==> src/rtl/pc_clk_pkg.sv <==
// Shared types and helpers for the processor-clock monitor.
// Holds the monitor state encoding and a width-agnostic saturating increment.
package pc_clk_pkg;

  typedef enum logic [1:0] {
    ACQ    = 2'b00,
    LOCKED = 2'b01,
    ERR    = 2'b10
  } state_e;

  localparam int MAX_CNT_W = 32;

  // Increments v and holds it at the all-ones value of a w-bit counter.
  function automatic logic [MAX_CNT_W-1:0] sat_inc(input logic [MAX_CNT_W-1:0] v,
                                                   input int unsigned w);
    logic [MAX_CNT_W-1:0] mx;
    mx = (w >= MAX_CNT_W) ? '1 : ((MAX_CNT_W'(1) << w) - MAX_CNT_W'(1));
    return (v >= mx) ? mx : v + MAX_CNT_W'(1);
  endfunction

endpackage

==> src/rtl/pc_clk_edge_det.sv <==
// Edge detector for a signal already synchronous to clk_i.
// Combinational rise/fall detect; strobes registered with one cycle latency.
module pc_clk_edge_det (
  input  logic clk_i,
  input  logic rst_i,
  input  logic sig_i,
  output logic rise_det_o,
  output logic fall_det_o,
  output logic rise_pulse_o,
  output logic fall_pulse_o
);

  logic d_q;
  logic rise_q;
  logic fall_q;

  // d_q clears on reset, so a high level in the first cycle reads as a rise.
  assign rise_det_o = sig_i & ~d_q;
  assign fall_det_o = ~sig_i & d_q;

  always_ff @(posedge clk_i) begin
    if (rst_i) begin
      d_q    <= 1'b0;
      rise_q <= 1'b0;
      fall_q <= 1'b0;
    end else begin
      d_q    <= sig_i;
      rise_q <= rise_det_o;
      fall_q <= fall_det_o;
    end
  end

  assign rise_pulse_o = rise_q;
  assign fall_pulse_o = fall_q;

endmodule

==> src/rtl/pc_clk_monitor.sv <==
// Monitors the divided processor clock: edge strobes, period/high measurement,
// lock after consecutive good periods and a sticky error on stall or deviation.
module pc_clk_monitor
  import pc_clk_pkg::*;
#(
  parameter int EXP_PERIOD = 4,
  parameter int EXP_HIGH   = 2,
  parameter int LOCK_COUNT = 3,
  parameter int CNT_W      = 8
) (
  input  logic             clk_in,
  input  logic             rst,
  input  logic             div_clk,
  input  logic             err_clr,
  output logic             rise_pulse,
  output logic             fall_pulse,
  output logic [CNT_W-1:0] period_out,
  output logic [CNT_W-1:0] high_out,
  output logic             locked,
  output logic             err
);

  localparam int GW = $clog2(LOCK_COUNT + 1);

  logic             rise_det;
  logic             fall_det;

  logic [CNT_W-1:0] per_cnt_q, per_cnt_d;
  logic [CNT_W-1:0] hi_cnt_q, hi_cnt_d;
  logic [CNT_W-1:0] period_q, period_d;
  logic [CNT_W-1:0] high_q, high_d;
  logic [1:0]       fall_cnt_q, fall_cnt_d;
  logic             seen_rise_q, seen_rise_d;
  logic             hi_ok_q, hi_ok_d;
  logic [GW-1:0]    good_cnt_q, good_cnt_d;
  state_e           state_q, state_d;
  logic             locked_q, err_q;

  logic             good_per;
  logic             fault;

  pc_clk_edge_det u_edge (
    .clk_i        (clk_in),
    .rst_i        (rst),
    .sig_i        (div_clk),
    .rise_det_o   (rise_det),
    .fall_det_o   (fall_det),
    .rise_pulse_o (rise_pulse),
    .fall_pulse_o (fall_pulse)
  );

  always_comb begin
    per_cnt_d   = per_cnt_q;
    hi_cnt_d    = hi_cnt_q;
    period_d    = period_q;
    high_d      = high_q;
    fall_cnt_d  = fall_cnt_q;
    seen_rise_d = seen_rise_q;
    hi_ok_d     = hi_ok_q;

    if (rise_det) begin
      if (seen_rise_q) period_d = per_cnt_q;
      per_cnt_d   = CNT_W'(1);
      hi_cnt_d    = CNT_W'(1);
      seen_rise_d = 1'b1;
      fall_cnt_d  = 2'd0;
    end else begin
      per_cnt_d = CNT_W'(sat_inc(MAX_CNT_W'(per_cnt_q), CNT_W));
      if (div_clk && !fall_det) hi_cnt_d = CNT_W'(sat_inc(MAX_CNT_W'(hi_cnt_q), CNT_W));
    end

    if (fall_det && seen_rise_q) begin
      high_d     = hi_cnt_q;
      hi_ok_d    = (hi_cnt_q == CNT_W'(EXP_HIGH));
      fall_cnt_d = (fall_cnt_q == 2'd2) ? 2'd2 : fall_cnt_q + 2'd1;
    end
  end

  // A saturated per_cnt can never equal EXP_PERIOD, so it is always bad.
  assign good_per = rise_det && seen_rise_q && (per_cnt_q == CNT_W'(EXP_PERIOD))
                    && (fall_cnt_q == 2'd1) && hi_ok_q;
  assign fault    = (rise_det && seen_rise_q && !good_per)
                    || (!rise_det && seen_rise_q && (per_cnt_q >= CNT_W'(EXP_PERIOD)));

  always_comb begin
    state_d    = state_q;
    good_cnt_d = good_cnt_q;
    unique case (state_q)
      ACQ: begin
        if (good_per) begin
          good_cnt_d = good_cnt_q + GW'(1);
          if (int'(good_cnt_q) + 1 == LOCK_COUNT) state_d = LOCKED;
        end else if (fault) begin
          good_cnt_d = '0;
        end
      end
      LOCKED: begin
        if (fault) state_d = ERR;
      end
      ERR: begin
        if (err_clr) begin
          state_d    = ACQ;
          good_cnt_d = '0;
        end
      end
      default: state_d = ACQ;
    endcase
  end

  always_ff @(posedge clk_in) begin
    if (rst) begin
      per_cnt_q   <= '0;
      hi_cnt_q    <= '0;
      period_q    <= '0;
      high_q      <= '0;
      fall_cnt_q  <= '0;
      seen_rise_q <= 1'b0;
      hi_ok_q     <= 1'b0;
      good_cnt_q  <= '0;
      state_q     <= ACQ;
      locked_q    <= 1'b0;
      err_q       <= 1'b0;
    end else begin
      per_cnt_q   <= per_cnt_d;
      hi_cnt_q    <= hi_cnt_d;
      period_q    <= period_d;
      high_q      <= high_d;
      fall_cnt_q  <= fall_cnt_d;
      seen_rise_q <= seen_rise_d;
      hi_ok_q     <= hi_ok_d;
      good_cnt_q  <= good_cnt_d;
      state_q     <= state_d;
      locked_q    <= (state_d == LOCKED);
      err_q       <= (state_d == ERR);
    end
  end

  assign period_out = period_q;
  assign high_out   = high_q;
  assign locked     = locked_q;
  assign err        = err_q;

endmodule

==> config.mk <==
export PLATFORM = sky130hd
export DESIGN_NAME = pc_clk_monitor
export DESIGN_NICKNAME = d
export VERILOG_FILES = /design/src/rtl/pc_clk_pkg.sv /design/src/rtl/pc_clk_edge_det.sv /design/src/rtl/pc_clk_monitor.sv
export SDC_FILE = /design/constraint.sdc
export NUM_CORES = 1
export LEC_CHECK = 0
export ABC_AREA = 1
export CORE_AREA = 2 2 62 64
export DETAILED_ROUTE_END_ITERATION = 7
export DIE_AREA = 0 0 64 66
export GPL_TIMING_DRIVEN = 0
export PLACE_DENSITY = 0.85
export SYNTH_ARGS = -nofsm -noshare
export SYNTH_HDL_FRONTEND = slang
export SYNTH_SLANG_ARGS = --single-unit
==> constraint.sdc <==
create_clock -name clk_in -period 2.9 [get_ports clk_in]
set_clock_uncertainty 0.1 [all_clocks]
set_input_delay 0.58 -clock clk_in [delete_from_list [all_inputs] [get_ports clk_in]]
set_output_delay 0.58 -clock clk_in [all_outputs]
set_load 0.02 [all_outputs]
Yosys cells after proc, flatten, opt, wreduce, memory -nomap -nowiden. Cells that the tools add are included.

Flip-flop bits (word level): 45. Output and inout bits: 20. Bits in latches: 0. Memories kept: 0. Memory bits (writable): 0. Bits in read-only memories: 0.

Multiply operators: 0. Equality and inequality tests: 11. Divide/modulo/power cells: 0. Order comparisons: 3. Add/subtract/negate cells: 5. Mux-type cells: 17. Shifts and indexed selects: 0. Bitwise gates (word level): 4. Reductions and logical operators: 20.

Operators by type and width (number): 2-bit two-way mux (10); 8-bit by 1-bit adder with 8-bit output, second input constant (2); 8-bit >= comparator, second input constant (2); 8-bit two-way mux (2); 1-bit logical AND (9); 8-bit by 2-bit equality test with 1-bit output, second input constant (1); 8-bit by 3-bit equality test with 1-bit output, second input constant (1); 8-bit by 3-bit >= comparator with 1-bit output, second input constant (1); 2-bit by 1-bit equality test with 1-bit output, second input constant (3); 2-bit equality test, second input constant (3); 2-bit one-hot mux with 3 select lines (1); 2-bit nonzero test (3); 2-bit by 1-bit adder with 2-bit output, second input constant (2); 2-bit one-hot mux with 2 select lines (1); 2-bit by 1-bit adder with 3-bit output, second input constant (1); 3-bit by 2-bit equality test with 1-bit output, second input constant (1); 1-bit zero test (3); 1-bit two-way mux (3); 3-bit inequality test, second input constant (1); 3-bit AND reduction (1); 1-bit bitwise AND (2); 2-bit zero test (1); 2-bit inequality test, second input constant (1); 1-bit inverter (2); 3 further kinds (3).

Depth between registers and ports, before layout. Gate-level depths: netlist (run 1).

Word-level depth: 12. Depth in mapped cells: 9. Depth with buffers taken out: 9.

Modules after synthesis. From an unflattened synthesis (run 1), not the netlist that was laid out.

Cells, all modules: 251. Area total of the unflattened synthesis: 1930.6 um^2.

By module, submodules not included: pc_clk_monitor (instances 1, cells each 239, seq. area each 840.8 um^2, area an instance 1829.3 um^2); pc_clk_edge_det (instances 1, cells each 12, seq. area each 60.1 um^2, area an instance 101.3 um^2).

Worst setup path before layout (run 1). OpenSTA, ideal clock, no wires.

Kind: in2reg. Start point: input port div_clk. End point: register state_q[1]. Setup slack: 1.394 ns. Setup time: 0.132 ns. Arrival time: 1.274 ns. Buffers on the path: 1. Stages: 8. Path through: buf_6 -> nand3_4 -> nor2_2 -> nand2_1 -> nand2_1 -> o21ai_0 -> nand2_1 -> a21oi_1.

Longest elaborated chain between the ends: 10. Elaborated cells on any way between the ends: 14.

RTL lines: start: declaration (line pc_clk_monitor.sv:13) `input logic div_clk,`; 1-bit bitwise AND * (line pc_clk_edge_det.sv:18) `assign rise_det_o = sig_i & ~d_q;`; 1-bit logical AND (line pc_clk_monitor.sv:80, pc_clk_monitor.sv:82); 1-bit logical AND (line pc_clk_monitor.sv:80) `assign good_per = rise_det && seen_rise_q && (per_cnt_q == CNT_W'(EXP_PERIOD))`; 1-bit logical AND (2 in series) (line pc_clk_monitor.sv:81) `&& (fall_cnt_q == 2'd1) && hi_ok_q;`; 1-bit zero test (line pc_clk_monitor.sv:82) `assign fault = (rise_det && seen_rise_q && !good_per)`; 1-bit logical AND (line pc_clk_monitor.sv:82); 1-bit logical OR (line pc_clk_monitor.sv:83) `|| (!rise_det && seen_rise_q && (per_cnt_q >= CNT_W'(EXP_PERIOD)));`; 2-bit two-way mux (line pc_clk_monitor.sv:98) `if (fault) state_d = ERR;`; 2-bit one-hot mux with 3 select lines * (line pc_clk_monitor.sv:88) `unique case (state_q)`; end signal: assignment (line pc_clk_monitor.sv:132) `state_q <= state_d;`; end: declaration (line pc_clk_monitor.sv:36) `state_e state_q, state_d;`.

Every way passes the cells marked *; elsewhere a longest branch is shown, timed or not. A chain may end at the register's enable or synchronous reset.

Worst setup path in the final report (run 1).
Start point: register period_q[0] (netlist: period_out[0]). End point: output port period_out[0].

RTL lines: start: declaration (line pc_clk_monitor.sv:30) `logic [CNT_W-1:0] period_q, period_d;`; start signal: assignment (line pc_clk_monitor.sv:126) `period_q <= period_d;`; end: declaration (line pc_clk_monitor.sv:17) `output logic [CNT_W-1:0] period_out,`.

No word-level cell between the ends.

==> results.py, run 1 <==
metrics = {
    "critical_path": {
        "crit_fanout": 2,
        "critical_path.cell_chain": "clkdlybuf4s50_1",
        "cpMaxStageDelayCell": "clkdlybuf4s50_1",
        "cp_top_family": "buffers and inverters",
        "crit_required_ps": 2220,
        "endpoint_kind": "output port",
        "worst_ep_arrival_time_ps": 1360,
        "critPathKind": "reg2out",
        "startpoint_type": "flop",
        "max_stage_delay_ps": 610,
        "critPathBufInv": 1,
    },
    "finish": {
        "most-common-layout-cells": "dfxtp_1, nand2_1, a21oi_1",
        "antenna_cells": 0,
        "area_growth_pct": 16.4,
        "drive_gt1_frac": 0.0939,
        "nets": 287,
        "mostFrequentLayoutCell": "dfxtp_1",
    },
    "place": {
        "dp_hpwl_mm": 2.94,
        "place_congestion": 0.882,
        "pre_cts_slack_ps": 1110,
        "port_buffers": 21,
    },
    "sta": {
        "finalSetupTns_ps": 0,
        "tightest_slew_ps": 460,
        "rsz0062_at_grt": "no",
        "fin_ws_ps": 864,
        "fmaxAchievable_mhz": 491,
        "hold_viol": 0,
        "final.period_utilization": 0.702,
        "setup_viol": 0,
        "final-max-slew-violation-count": 0,
        "layout_min_cycle_time_ps": 2040,
        "slew_headroom": 0.693,
    },
    "global_route": {
        "grt_util_all_layers": 0.212,
        "grt_pass1_wl_mm": 6.86,
        "antenna_found_initial": 0,
        "grt_max_degree": 14,
        "grt_pass1_vias": 1632,
        "gr-total-overflow": 0,
    },
    "floorplan": {
        "die_area_um2": 4220,
        "die_h_um": 66,
        "fp-row-count": 22,
        "core-area_um2": 3550,
        "io_pins": 24,
        "start_util": 0.552,
        "dieWidth_um": 64,
    },
    "logic_synthesis": {
        "synthesis.area_um2": 1960,
        "synth_nets": 259,
        "synth-seq-cells": 45,
        "post_synth.cell_area_avg_um2": 7.91,
        "yosysSeqAreaShare": 0.459,
        "yosysUniqueCellTypes": 32,
        "yosysWarnings": 0,
        "synthCells": 248,
    },
    "clocking": {
        "cts_buffers": 5,
        "cts.sinks": 45,
        "clk_transition_reported_paths_ps": 130,
        "hold_buffers": 0,
        "clk_path_buf_depth": 2,
        "cts_root_buffer": "clkbuf_4",
        "cts_setup_buffers": 0,
        "clk_latency_ps": 380,
        "htree_levels": 2,
        "cts_tree": "yes",
        "ctsResizeCount": 0,
    },
    "drt": {
        "wl_per_cell_um": 12.3,
        "ant_nets": 0,
        "via_count": 1678,
        "drt-pass1-iter-count": 4,
        "post_drt_via_cell_ratio": 5.16,
        "route.detailed.drc": 0,
        "finalWirelength_mm": 3.99,
        "drtIter0Drc": 88,
    },
    "power": {
        "cellLeakagePower_uw": 0.000904,
        "power.density_nw_per_um2": 453,
        "peakVddDrop_v": 0.000289,
    },
    "run_status": {
        "status": "completed",
    },
    "run": {
        "drv_cap": 0,
    },
    "hold_path": {
        "hold_class": "in2reg",
    },
}
==> layout make-up <==
class | count | area [um2]
inverter | 26 | 97.6
timing repair buffer | 21 | 210
fill | 306 | 1270
multi-input combinational | 169 | 910
tap | 48 | 60.1
clock buffer | 6 | 41.3
clock inverter | 2 | 10.0
sequential | 45 | 901
buffer | 8 | 52.6
==> cell usage after synthesis <==
cell type   n  area, um2
a211oi_1    1       7.51
a21oi_1    32        160
a31oi_1     3       18.8
and2_1      1       6.26
buf_2       2       10.0
buf_4       1       7.51
buf_6       2       22.5
clkbuf_1    2       7.51
clkbuf_2    1       5.00
dfxtp_1    45        901
ha_1        7       87.6
inv_1      24       90.1
inv_2       2       7.51
nand2_1    37        139
nand2_2     3       18.8
nand2_4     1       11.3
nand3_1    15       75.1
nand3_2     1       10.0
nand3_4     1       17.5
nand4_1     1       6.26
nor2_1     26       97.6
nor2_2      3       18.8
nor3_1      6       30.0
nor3_2      1       10.0
nor3_4      1       16.3
nor4_1      1       6.26
o21ai_0    17       85.1
o21ai_1     1       5.00
or2_0       1       6.26
or3_1       1       6.26
xnor2_1     2       17.5
xor2_1      6       52.6
==> per-layer routing <==
metal / global-route usage / vias up / part of all wire
met3: 0.0613 / 6 / 0.055
met5: 0 / - / 0
met1: 0.240 / 766 / 0.46
met2: 0.365 / 39 / 0.46
li1: - / 867 / -
met4: 0.106 / 0 / 0.021
==> kinds of logic (layout without fill, tap and decap cells) <==
group,Yosys count,after routing,share of synthesized area
simple gates,100,100,0.243
fa+ha+maj,7,7,0.0447
compound gates,54,54,0.141
flops,45,45,0.459
xor+xnor,8,8,0.0357
buf+inv,34,63,0.0766
==> metrics by stage <==
step	utilization	hold WS [ps]	cells	cell area, um2	power, uW
after floorplan	-	356	248	1960	721
after global placement	0.628	358	317	2230	752
after detailed placement	0.628	355	317	2230	754
after CTS	0.643	343	325	2280	1040
after global routing	0.643	342	325	2280	1070
final	0.643	350	325	2280	1030
==> worst paths after layout <==
kind	to	slack, ps	cells after the start	start
hold reg to reg	high_out[6]	370	2	high_out[6]
hold / removal	u_edge.fall_pulse_o	350	2	div_clk
setup reg to reg	hi_cnt_q[5]	1310	5	hi_cnt_q[1]
setup / recovery	period_out[0]	860	1	period_out[0]
==> state kept, by name, summed over array words and instances, names as in the netlist, 2 cells and up <==
name        flops
hi_cnt_q        8
high_out        8
per_cnt_q       8
period_out      8
fall_cnt_q      2
good_cnt_q      2
state_q         2
==> power breakdown <==
part	total (uW)	internal [uW]	switching [uW]
clock network	294	92.5	201
registers	645	634	10.9
logic	95.0	36.8	58.2
total	1030	764	270
Power figures use the tool's default switching activity.
==> run 2: changes to the inputs <==
CORE_AREA = 2 2 64 66   (was 2 2 62 64)
DIE_AREA = 0 0 66 68   (was 0 0 64 66)
PLACE_DENSITY = 0.81   (was 0.85)
clock period = 2.02 ns   (was 2.9 ns; I/O delays follow)
==> run 2 against run 1 <==
Against the previous run:
- hold slack got worse by 89 ps
- utilization decreased by 3.5 points
- first-iteration DRC count increased by 2.3%
- count of clock-buffer cells in the layout unchanged
- die area increased by 6.3%
- routed wire length decreased by 0.13%
- critical endpoint unchanged
- critical path type unchanged
- sequential power increased by 44%
- via count increased by 1.1%
- global-route usage decreased by 1.4 points
==> results.py, run 2 (synthesized netlist as in run 1, its figures left out) <==
metrics = {
    "sta": {
        "hold_viol": 0,
        "layout_min_cycle_time_ps": 1750,
        "hold_slack_ps": 261,
        "rsz0062_at_grt": "no",
        "finalSetupTns_ps": 0,
        "slew_headroom": 0.684,
        "final-max-slew-violation-count": 0,
        "tightest_slew_ps": 474,
        "fmaxAchievable_mhz": 571,
        "final.period_utilization": 0.867,
        "setup_viol": 0,
    },
    "finish": {
        "mostFrequentLayoutCell": "dfxtp_1",
        "area_growth_pct": 19.6,
        "most-common-layout-cells": "dfxtp_1, nand2_1, a21oi_1",
        "post-route-util": 0.608,
        "drive_gt1_frac": 0.0939,
        "nets": 287,
        "fillers": 357,
        "antenna_cells": 0,
    },
    "hold_path": {
        "hold_class": "in2reg",
    },
    "floorplan": {
        "io_pins": 24,
        "start_util": 0.508,
        "core-area_um2": 3860,
        "dieWidth_um": 66,
        "die_area_um2": 4490,
        "die_h_um": 68,
        "fp-row-count": 23,
    },
    "clocking": {
        "cts.sinks": 45,
        "clk_path_buf_depth": 2,
        "htree_levels": 2,
        "cts_root_buffer": "clkbuf_8",
        "cts_buffers": 5,
        "clk_latency_ps": 310,
        "clk_transition_reported_paths_ps": 90,
        "cts_tree": "yes",
        "hold_buffers": 0,
        "ctsResizeCount": 0,
        "cts_setup_buffers": 0,
    },
    "run": {
        "drv_cap": 0,
    },
    "drt": {
        "drt-pass1-iter-count": 4,
        "post_drt_via_cell_ratio": 5.19,
        "route.detailed.drc": 0,
        "finalWirelength_mm": 3.98,
        "via_count": 1696,
        "wl_per_cell_um": 12.2,
        "ant_nets": 0,
        "drtIter0Drc": 90,
    },
    "critical_path": {
        "max_stage_delay_ps": 600,
        "cpMaxStageDelayCell": "clkdlybuf4s50_1",
        "startpoint_type": "flop",
        "cp_top_family": "buffers and inverters",
        "critPathBufInv": 1,
        "critical_path.cell_chain": "clkdlybuf4s50_1",
        "worst_ep_arrival_time_ps": 1250,
        "endpoint_kind": "output port",
        "crit_required_ps": 1520,
        "crit_fanout": 2,
        "critPathKind": "reg2out",
    },
    "place": {
        "place_congestion": 0.859,
        "port_buffers": 21,
        "dp_hpwl_mm": 2.91,
    },
    "global_route": {
        "grt_pass1_wl_mm": 6.77,
        "grt_pass1_vias": 1499,
        "grt_max_degree": 15,
        "grt_util_all_layers": 0.199,
        "antenna_found_initial": 0,
        "gr-total-overflow": 0,
    },
    "power": {
        "cellLeakagePower_uw": 0.000928,
        "p_total_uw": 1740,
        "power.density_nw_per_um2": 743,
        "peakVddDrop_v": 0.000748,
    },
    "run_status": {
        "status": "completed",
    },
}
run 2: area by class of cell:
class                   instances  area (um2)  share of cell area
plain buffers                   8        52.6              0.0224
clock buffers                   6        72.6              0.0309
clock inverters                 2        38.8              0.0165
inverters                      26        97.6              0.0416
multi-input cells             169         910               0.388
flip-flops and latches         45         901               0.384
well taps                      50        62.6              0.0267
repair buffers                 21         210              0.0896
run 2: where the power goes:
part	leakage, uW	internal, uW	switching [uW]	total (uW)
combinational	0.000507	52.5	82.3	135
clock	0.0000554	371	311	683
sequential	0.000365	910	15.9	926
run 2: worst paths after layout:
path / from / endpoint / slack, ps / cells after the start
setup reg to reg: hi_cnt_q[1] / hi_cnt_q[6] / 450 / 7
hold / removal: div_clk / u_edge.fall_pulse_o / 260 / 2
hold reg to reg: high_out[6] / high_out[6] / 370 / 2
setup / recovery: period_out[0] / period_out[0] / 270 / 1
run 2: routing by layer:
| metal | part of all wire | track usage |
|---|---|---|
| met1 | 0.46 | 0.240 |
| met2 | 0.47 | 0.331 |
| met3 | 0.053 | 0.0543 |
| met4 | 0.020 | 0.0918 |
| met5 | 0 | 0 |
run 2: per-stage QoR:
step	cells	area, um2	setup WS, ps
2_1_floorplan	248	1960	690
3_3_place_gp	319	2230	413
3_5_place_dp	319	2230	387
4_1_cts	327	2340	259
5_1_grt	327	2340	213
6_report	327	2340	268
